===== src/rtl/fifo_sync_param.sv =====
// Parametrised single-clock FIFO with count, almost flags and read strobe.
// Define FIFO_ERR_FLAGS_EN to build the sticky overflow/underflow flags.
module fifo_sync_param #(
  parameter int WIDTH    = 8,
  parameter int ADDR_W   = 4,
  parameter int AF_LEVEL = 14,
  parameter int AE_LEVEL = 2
) (
  input  logic              clk,
  input  logic              reset,
  input  logic              write,
  input  logic              read,
  input  logic [WIDTH-1:0]  wr_data,
  output logic [WIDTH-1:0]  rd_data,
  output logic              rd_valid,
  output logic              empty,
  output logic              full,
  output logic              almost_empty,
  output logic              almost_full,
  output logic [ADDR_W:0]   count,
  output logic              overflow,
  output logic              underflow
);

  localparam int DEPTH = 1 << ADDR_W;
  localparam int CW    = ADDR_W + 1;

  localparam logic [ADDR_W:0] DEPTH_C = CW'(DEPTH);
  localparam logic [ADDR_W:0] AF_C    = CW'(AF_LEVEL);
  localparam logic [ADDR_W:0] AE_C    = CW'(AE_LEVEL);

  if (AE_LEVEL < 0 || AE_LEVEL >= AF_LEVEL ||
      AF_LEVEL > DEPTH) begin : g_bad_levels
    $error("fifo_sync_param: illegal AE_LEVEL/AF_LEVEL");
  end

  logic [WIDTH-1:0]  mem [DEPTH];
  logic [ADDR_W-1:0] wr_ptr;
  logic [ADDR_W-1:0] rd_ptr;
  logic              wr_acc;
  logic              rd_acc;

  // Flags come from the count register only, so they never glitch.
  assign empty        = (count == '0);
  assign full         = (count == DEPTH_C);
  assign almost_empty = (count <= AE_C);
  assign almost_full  = (count >= AF_C);

  assign wr_acc = write & ~full;
  assign rd_acc = read & ~empty;

  always_ff @(posedge clk) begin
    if (wr_acc) begin
      mem[wr_ptr] <= wr_data;
    end
  end

  always_ff @(posedge clk or negedge reset) begin
    if (!reset) begin
      wr_ptr <= '0;
      rd_ptr <= '0;
    end else begin
      if (wr_acc) begin
        wr_ptr <= wr_ptr + ADDR_W'(1);
      end
      if (rd_acc) begin
        rd_ptr <= rd_ptr + ADDR_W'(1);
      end
    end
  end

  always_ff @(posedge clk or negedge reset) begin
    if (!reset) begin
      count <= '0;
    end else begin
      unique case ({wr_acc, rd_acc})
        2'b10:   count <= count + CW'(1);
        2'b01:   count <= count - CW'(1);
        default: count <= count;
      endcase
    end
  end

  always_ff @(posedge clk or negedge reset) begin
    if (!reset) begin
      rd_data  <= '0;
      rd_valid <= 1'b0;
    end else begin
      rd_valid <= rd_acc;
      if (rd_acc) begin
        rd_data <= mem[rd_ptr];
      end
    end
  end

`ifdef FIFO_ERR_FLAGS_EN
  logic ovf_q;
  logic unf_q;

  always_ff @(posedge clk or negedge reset) begin
    if (!reset) begin
      ovf_q <= 1'b0;
      unf_q <= 1'b0;
    end else begin
      ovf_q <= ovf_q | (write & full);
      unf_q <= unf_q | (read & empty);
    end
  end

  assign overflow  = ovf_q;
  assign underflow = unf_q;
`else
  assign overflow  = 1'b0;
  assign underflow = 1'b0;
`endif

endmodule


===== config.mk =====
export PLATFORM = sky130hd
export DESIGN_NAME = fifo_sync_param
export DESIGN_NICKNAME = d
export VERILOG_FILES = /design/src/rtl/fifo_sync_param.sv
export SDC_FILE = /design/constraint.sdc
export NUM_CORES = 1
export LEC_CHECK = 0
export CAP_MARGIN = 20
export CORE_ASPECT_RATIO = 1.75
export CORE_MARGIN = 2
export CORE_UTILIZATION = 45
export CTS_BUF_LIST = sky130_fd_sc_hd__clkbuf_8
export DETAILED_ROUTE_END_ITERATION = 10
export MAX_ROUTING_LAYER = met4
export SYNTH_ARGS = -nofsm -noshare
export SYNTH_HDL_FRONTEND = slang
export SYNTH_SLANG_ARGS = --single-unit

===== constraint.sdc =====
create_clock -name clk -period 4.09 [get_ports clk]
set_input_delay 0.6135 -clock clk [delete_from_list [all_inputs] [get_ports clk]]
set_output_delay 0.6135 -clock clk [all_outputs]
set_load 0.01 [all_outputs]

# Word-level counts from Yosys, hierarchy flattened
# Memories as Yosys holds them, arrays and structs flattened. A register that Yosys moved wholly into a read port is not among the register bits.
# Index checks and enable logic that the tools add are counted.
dict set report word_totals {
  regBits 14
  output_inout_bits 20
  rom_bits 0
  n_memories 1
  mem_bits_rw 128
  latchBits 0
  wordCells 24
  in_bits 12
}
dict set report classes {
  shifts 0
  eq_ne 3
  bitwise 4
  n_reduce_logical 3
  mul 0
  n_mux 3
  n_addsub 4
  order_cmp 2
  div 0
}
# name words word_bits read_ports rd_clocked_by_memory_dff write_ports line_no
set mem_list {}
lappend mem_list {mem 16 8 1 1 1 37} ;# logic [WIDTH-1:0] mem [DEPTH];
# op count
set op_table {}
lappend op_table {{$pmux W5 S2} 1}
lappend op_table {{$add A4 B1 Y4 const B} 2}
lappend op_table {{$add A5 B1 Y5 const B} 1}
lappend op_table {{$eq A5 B5 Y1 const B} 1}
lappend op_table {{$ge A5 B4 Y1 const B} 1}
lappend op_table {{$le A5 B2 Y1 const B} 1}
lappend op_table {{$logic_not A5 Y1} 1}
lappend op_table {{$sub A5 B1 Y5 const B} 1}
lappend op_table {{$and A1 B1 Y1} 2}
lappend op_table {{$eq A2 B1 Y1 const B} 1}
lappend op_table {{$eq A2 B2 Y1 const B} 1}
lappend op_table {{$mux W1} 2}
lappend op_table {{$not A1 Y1} 2}
lappend op_table {{$reduce_bool A2 Y1} 1}
lappend op_table {{$logic_not A1 Y1} 1}

# Longest topological paths before layout
# Gate-level depths: netlist of run 1.
dict set report logic_depth {
  depth_word 5
  ltp_mapped 13
  ltp_nobuf 12
}

# Worst setup path after synthesis of run 1
# Ideal clock, no wire load.
dict set report synth_path {
  kind {register to register}
  from {reg count[3]}
  to {reg count[4]}
  setup_slack_ns 1.127
  synth_period_minus_slack_ns 2.963
  arrival_ns 2.836
  required_time_ns 3.963
  setup_time_ns 0.127
  n_path_buf 0
  path_stages_with_launch 12
  path_cell_list {dfrtp_1 -> or3_1 -> or3_4 -> nand2_4 -> inv_2 -> ha_1 -> ha_1 -> nor2b_1 -> o21ai_0 -> a21oi_1 -> or3b_2 -> xnor2_1}
}
dict set report synth_via {
  elab_chain_cells 5
  word_cells_on_any_way 12
  classes_between {add/sub: 2; eq/ne: 3; mux: 1; bitwise: 4; reduce/logical: 2}
}
# element line_no
set synth_rtl {}
lappend synth_rtl {{start, declared} 20} ;# output logic [ADDR_W:0] count,
lappend synth_rtl {{start signal, assigned} 77} ;# 2'b10: count <= count + CW'(1);
lappend synth_rtl {{start signal, assigned} 78} ;# 2'b01: count <= count - CW'(1);
lappend synth_rtl {{start signal, assigned} 79} ;# default: count <= count;
lappend synth_rtl {{$logic_not A5 Y1 *} 44} ;# assign empty = (count == '0);
lappend synth_rtl {{$not A1 Y1 *} 50} ;# assign rd_acc = read & ~empty;
lappend synth_rtl {{$and A1 B1 Y1 *} 50}
lappend synth_rtl {{via rd_acc} 41} ;# logic rd_acc;
lappend synth_rtl {{$eq A2 B1 Y1 or $eq A2 B2 Y1 (tied branches)} 76} ;# unique case ({wr_acc, rd_acc})
lappend synth_rtl {{$pmux W5 S2 or $reduce_bool A2 Y1 (tied branches)} n/a}
# The timed path passes the listed nets; every way through them passes the cells marked *.
# A chain may end at the register's enable or synchronous reset.

# Final worst setup path of run 1
# Ends and elaborated chain as after synthesis.

==> results of run 1 <==
## synthesized netlist by cell type (all sizes together)
| cell | instances | area (µm²) |
|---|---|---|
| or3b | 1 | 8.76 |
| o21ai | 17 | 85.1 |
| xor2 | 2 | 17.5 |
| inv | 10 | 37.5 |
| nand2 | 30 | 120 |
| mux2 | 5 | 56.3 |
| clkbuf | 2 | 7.51 |
| nand2b | 3 | 18.8 |
| nand3 | 1 | 5.00 |
| mux4 | 32 | 766 |
| fa | 1 | 20.0 |
| or2 | 1 | 6.26 |
| a21oi | 3 | 15.0 |
| buf | 16 | 125 |
| nor3 | 4 | 20.0 |
| and2 | 1 | 6.26 |
| nor2 | 12 | 45.0 |
| conb | 1 | 3.75 |
| dfrtp | 22 | 551 |
| edfxtp | 128 | 3840 |
| a21o | 1 | 7.51 |
| ha | 9 | 113 |
| a31o | 1 | 8.76 |
| nor2b | 1 | 6.26 |
| o221ai | 3 | 26.3 |
| mux2i | 9 | 90.1 |
| xnor2 | 8 | 70.1 |
| nor4 | 1 | 6.26 |
| or3 | 2 | 17.5 |
| nand4 | 2 | 12.5 |
## layout make-up
type | instances | area [µm²]
clock buffers | 17 | 234
repair buffers | 40 | 393
inverters | 10 | 37.5
fillers | 1089 | 6310
multi-input cells | 152 | 1560
well taps | 174 | 218
clock inverters | 15 | 166
flip-flops and latches | 150 | 4390
## sequential cells by signal, indices dropped and copies added, names as in the netlist
name,count
count,5
mem,128
rd_data,8
rd_ptr,4
rd_valid,1
wr_ptr,4
## per-layer routing
metal	vias to the layer above	routed length [µm]	track usage, %
met5	-	0	-
met4	0	209	8.24
met3	14	289	3.24
met2	60	6750	32.7
met1	1497	4460	19.0
li1	1366	-	-
## worst min path at each step
stage / slack (ns) / endpoint / cells after the start
after floorplan: 0.32 / count[0] / 0
after global placement: 0.47 / rd_data[7] / 2
after detailed placement: 0.47 / rd_data[0] / 2
after CTS: 0.49 / rd_data[0] / 2
after global routing: 0.38 / wr_ptr[2] / 1
final: 0.38 / count[4] / 1
## critical path: cells and delay by family, from the launching register on
kind | cells | cell delay (ns)
simple gates | 5 | 1.58
flops | 1 | 0.44
fa+ha+maj | 2 | 0.59
xor+xnor | 1 | 0.13
compound gates | 2 | 0.32
buf+inv | 1 | 0.09
## power by group
group	internal (mW)	switching [mW]	total [mW]	leakage (nW)
combinational	0.736	0.679	1.42	0.806
clock	0.558	0.582	1.14	0.200
sequential	1.90	0.235	2.13	1.42
## metrics by stage
stage | total power, mW | instances | hold WS (ns) | worst slack, ns
final | 4.69 | 558 | 0.381 | 0.840
after global routing | 4.95 | 558 | 0.375 | 0.692
after CTS | 4.75 | 557 | 0.490 | 0.846
after detailed placement | 3.61 | 525 | 0.470 | 0.854
after global placement | 3.58 | 525 | 0.471 | 0.949
after floorplan | 3.11 | 330 | 0.318 | 1.13
## logic make-up after synthesis
family	Yosys count
xor gates and xnor gates	10
AOI/OAI and AO/OA	25
muxes	46
adders and majority gates	10
and+or+nand+nor	59
DFF	150
other	1
buffers and inverters	28
==> run_results.csv, run 1 <==
group,metric,value,unit
min_path,hold_class,"in2async",
worst_setup_path,crit_path_end_kind,"flop",
clocking,cts_htree_levels,4,
route,via_per_inst,5.26,
global_route,grt_pass1_vias,3149,
worst_setup_path,startpoint,"count[3]",
logic_synthesis,synth_cell_type_count,39,
logic_synthesis,syn_area,0.00612,mm²
finish,drive_above_1_share,19.3,%
clocking,cts_tree,"done",
sta,finalCritPeriodShare,79.5,%
logic_synthesis,synth_top_family_by_area,"multiplexers",
global_route,grt_pass1_wl,18200,µm
logic_synthesis,yosys_warnings,0,
placement,dpl-instance-area,0.00657,mm²
route,ant_nets,0,
clocking,cts_resized,0,
sta,rsz0062_at_grt,"no",
floorplanning,rows,56,
worst_setup_path,crit_chain,"or3_1, or3_4, nand2_4, inv_2, ha_1, ha_1, nor2b_1, o21ai_0, a21oi_1, or3b_2, xnor2_1",
route,first_pass_iters,4,
power_and_ir_drop,peakVddDrop,243,µV
global_route,grt_max_degree,29,
floorplanning,core,0.0133,mm²
worst_setup_path,critPathMaxStageDelay,0.46,ns
worst_setup_path,required,4.43,ns
sta,fin_worst_skew,0.0184,ns
finish,layout_common_cells,"edfxtp_1, nand2_1, clkdlybuf4s50_1",
route,vias,2937,
clocking,cts.clk_slew.worst_paths,0.10,ns
logic_synthesis,synth_cells,329,
clocking,post_cts_buffers,0,
worst_setup_path,r2r-start,"count[3]",
worst_setup_path,slowest_stage,"or3b_2",
clocking,numCtsBuffers,17,
sta,tightest_slew,0.944,ns
route,wirelength,11700,µm
worst_setup_path,reg2reg_slack,0.84,ns
global_route,track_usage,18.0,%
sta,hold_viol,0,
logic_synthesis,synth_seq_area_share,71.8,%
finish,layout_commonest_cell,"edfxtp_1",
worst_setup_path,critPathLaunchType,"flop",
clocking,clkSinkCount,150,
floorplanning,start_util,45.9,%
route,wl_per_cell,21.0,µm
power_and_ir_drop,cellLeakagePower,2.43,nW
sta,fin_setup_tns,0,ns
clocking,insertion_delay,0.45,ns
route,drc,0,
finish,post-route-util,52.6,%
floorplanning,die_y,158,µm
sta,slew_viol_final,0,
worst_setup_path,critPathKind,"reg2reg",
clocking,clock_path_buffers,2,
placement,gp_congestion,0.782,
finish,final_area,0.00700,mm²
logic_synthesis,synthAdderAreaFrac,2.17,%
worst_setup_path,critical_path_arrival,3.59,ns
floorplanning,ioPinCount,32,
placement,dp_hpwl,8090,µm
global_route,antenna_found_initial,0,
floorplanning,fp.dieW,92.1,µm
outcome,status,"complete, no violations",
sta,fmax,0.308,GHz
sta,max_slew_margin,36.8,%
logic_synthesis,synth-compound-area-share,2.33,%
logic_synthesis,muxShareOfSynthArea,14.9,%
finish,antennaDiodeCount,0,
clocking,holdBufCountCts,0,
finish,nets,393,
global_route,grt.overflow.total,0,
power_and_ir_drop,powerDensity,670,mW/mm²
worst_setup_path,cpMostUsedCell,"ha_1",
sta,finalSetupViolCount,0,
job,maxCapViolations,0,
floorplanning,die_area,0.0146,mm²
logic_synthesis,syn_avg_cell_area,18.6,µm²
logic_synthesis,ys_ff_latch,150,
worst_setup_path,timing.rr.end,"count[4]",
clocking,clock-root-buffer,"clkbuf_8",
finish,synthToLayoutAreaGrowth,14.4,%
logic_synthesis,yosys.area_share.simple,4.46,%
worst_setup_path,crit_end,"count[4]",
worst_setup_path,cp_max_fo,19,
logic_synthesis,synth_xor_area_share,1.43,%
placement,port_buffers,29,
worst_setup_path,reg2reg_depth,11,
sta,fin_crit,3.25,ns
route,dr.first_iter.drc_count,163,
Note: power is estimated with default switching activity, not from simulation.
==> run 2, diff against run 1 <==
- clock period: 4.09 -> 3.3 ns (I/O delays scaled with it)
==> run 2 against run 1 <==
Compared with the run above: routed wire length fell by 1.9%; largest cell class unchanged; power grew 23%; clock power increased by 19%; combinational power increased by 26%; largest power group unchanged; sequential share of layout area down 0.71 points; core utilization up 0.60 points.
==> run_results.csv, run 2 (synthesized netlist as in run 1, its figures left out) <==
group,metric,value,unit
outcome,status,"complete, no violations",
clocking,clkSinkCount,150,
floorplanning,fp.dieW,92.1,µm
sta,finalCritPeriodShare,93.3,%
sta,finalSetupViolCount,0,
power_and_ir_drop,peakVddDrop,273,µV
route,dr.first_iter.drc_count,206,
worst_setup_path,cp_max_fo,6,
clocking,cts_tree,"done",
floorplanning,start_util,45.9,%
sta,fmax,0.325,GHz
finish,drive_above_1_share,21.0,%
placement,gp_congestion,0.740,
worst_setup_path,required,3.62,ns
sta,whs,0.322,ns
floorplanning,die_y,158,µm
sta,tightest_slew,0.885,ns
finish,antennaDiodeCount,0,
global_route,grt.overflow.total,0,
route,drc,0,
placement,port_buffers,29,
clocking,numCtsBuffers,17,
global_route,antenna_found_initial,0,
global_route,grt_max_degree,29,
power_and_ir_drop,clkPwrFrac,23.7,%
route,wl_per_cell,20.2,µm
sta,rsz0062_at_grt,"no",
power_and_ir_drop,powerDensity,813,mW/mm²
route,wirelength,11500,µm
worst_setup_path,slowest_stage,"dfrtp_1",
placement,dp_hpwl,7830,µm
finish,synthToLayoutAreaGrowth,15.7,%
power_and_ir_drop,power.internal,3.97,mW
worst_setup_path,critPathMaxStageDelay,0.45,ns
power_and_ir_drop,switching_share,31.1,%
clocking,cts_resized,0,
finish,nets,404,
floorplanning,rows,56,
route,vias,3053,
clocking,cts.clk_slew.worst_paths,0.09,ns
clocking,holdBufCountCts,0,
finish,fill_cells,1082,
global_route,track_usage,17.6,%
route,via_per_inst,5.37,
floorplanning,ioPinCount,32,
finish,layout_commonest_cell,"edfxtp_1",
power_and_ir_drop,share_comb_of_total_power,31.1,%
finish,post-route-util,53.2,%
route,first_pass_iters,4,
clocking,cts_htree_levels,4,
sta,fin_worst_skew,0.0209,ns
finish,largest_reg_flops,128,
worst_setup_path,critPathLaunchType,"flop",
sta,fin_setup_tns,0,ns
sta,max_slew_margin,41.0,%
placement,place_inst,536,
clocking,insertion_delay,0.44,ns
floorplanning,core,0.0133,mm²
global_route,grt_pass1_wl,17900,µm
sta,slew_viol_final,0,
finish,instances_no_fill,569,
power_and_ir_drop,cellLeakagePower,2.47,nW
finish,top_regs,"mem: 128 flops, rd_data: 8 flops, count: 5 flops",
worst_setup_path,cpMostUsedCell,"ha_1",
sta,hold_viol,0,
worst_setup_path,critical_path_arrival,3.40,ns
clocking,post_cts_buffers,0,
global_route,grt_pass1_vias,3195,
floorplanning,die_area,0.0146,mm²
power_and_ir_drop,seq_power_share,45.2,%
power_and_ir_drop,p_switching,1.79,mW
worst_setup_path,crit_chain,"or3_1, or3_4, nand2_4, inv_2, ha_1, ha_1, nor2b_1, o21ai_0, a21oi_1, or3b_2, xnor2_1",
worst_setup_path,critPathKind,"reg2reg",
finish,layout_common_cells,"edfxtp_1, nand2_1, clkdlybuf4s50_1",
clocking,clock-root-buffer,"clkbuf_8",
route,ant_nets,0,
job,maxCapViolations,0,
finish,largest_register,"mem",
min_path,hold_class,"in2async",
clocking,clock_path_buffers,2,
worst_setup_path,crit_path_end_kind,"flop",
sta,fin_crit,3.08,ns
## run 2: changes by cell type in the layout (fill, tap and decap cells not counted), moves of 2 or more
cell        change
buf_4          +10
clkinv_1        +2
inv_6           -2
clkinvlp_4      +2
## run 2: per-layer routing
metal / part of all wire, % / global-route usage [%] / routed length, µm / vias to the layer above
li1: - / - / - / 1382
met5: 0 / - / 0 / -
met3: 2.5 / 3.14 / 292 / 7
met4: 1.2 / 6.82 / 139 / 0
met2: 57 / 32.1 / 6540 / 65
met1: 39 / 19.0 / 4520 / 1599
## run 2: area by class of cell
type,instances,area (µm²),area share [%]
clock buffer,17,234,3.31
tap,174,218,3.08
clock inverter,15,151,2.14
multi-input combinational,152,1560,22.0
timing repair buffer,51,488,6.89
inverter,10,37.5,0.530
sequential,150,4390,62.1
## run 2: metrics by stage
step	area (µm²)	total power, mW	setup slack [ns]
after floorplan	6120	3.86	0.337
after global placement	6670	4.44	0.302
after detailed placement	6670	4.47	0.225
after CTS	7050	5.84	0.209
after global routing	7080	6.09	0.0399
final	7080	5.76	0.220
## run 2: worst paths after layout
path | cells after the start | slack (ns) | end | start
setup / recovery | 11 | 0.22 | count[4] | count[3]
hold / removal | 1 | 0.32 | rd_data[0] | reset
setup reg to reg | 11 | 0.22 | count[4] | count[3]
hold reg to reg | 2 | 0.49 | rd_data[0] | rd_data[0]
max in group asynchronous | 2 | 2.56 | count[0] | reset
min in group clk | 2 | 0.49 | rd_data[0] | rd_data[0]
## run 2: critical path: cells and delay by family, from the launching register on
kind / cells / cell delay, ns
flip-flops: 1 / 0.45
buffers and inverters: 1 / 0.06
AO/OA/AOI/OAI: 2 / 0.30
adder cells (fa/ha/maj): 2 / 0.55
XOR/XNOR: 1 / 0.13
AND/OR/NAND/NOR: 5 / 1.46
## run 2: power by group through the flow
stage	Clock [mW]	Combinational (mW)	Sequential, mW
detailed placement	0	1.82	2.65
finish	1.36	1.79	2.60
global route	1.48	1.96	2.64
CTS	1.40	1.83	2.61
global placement	0	1.80	2.64
floorplan	0	1.32	2.54
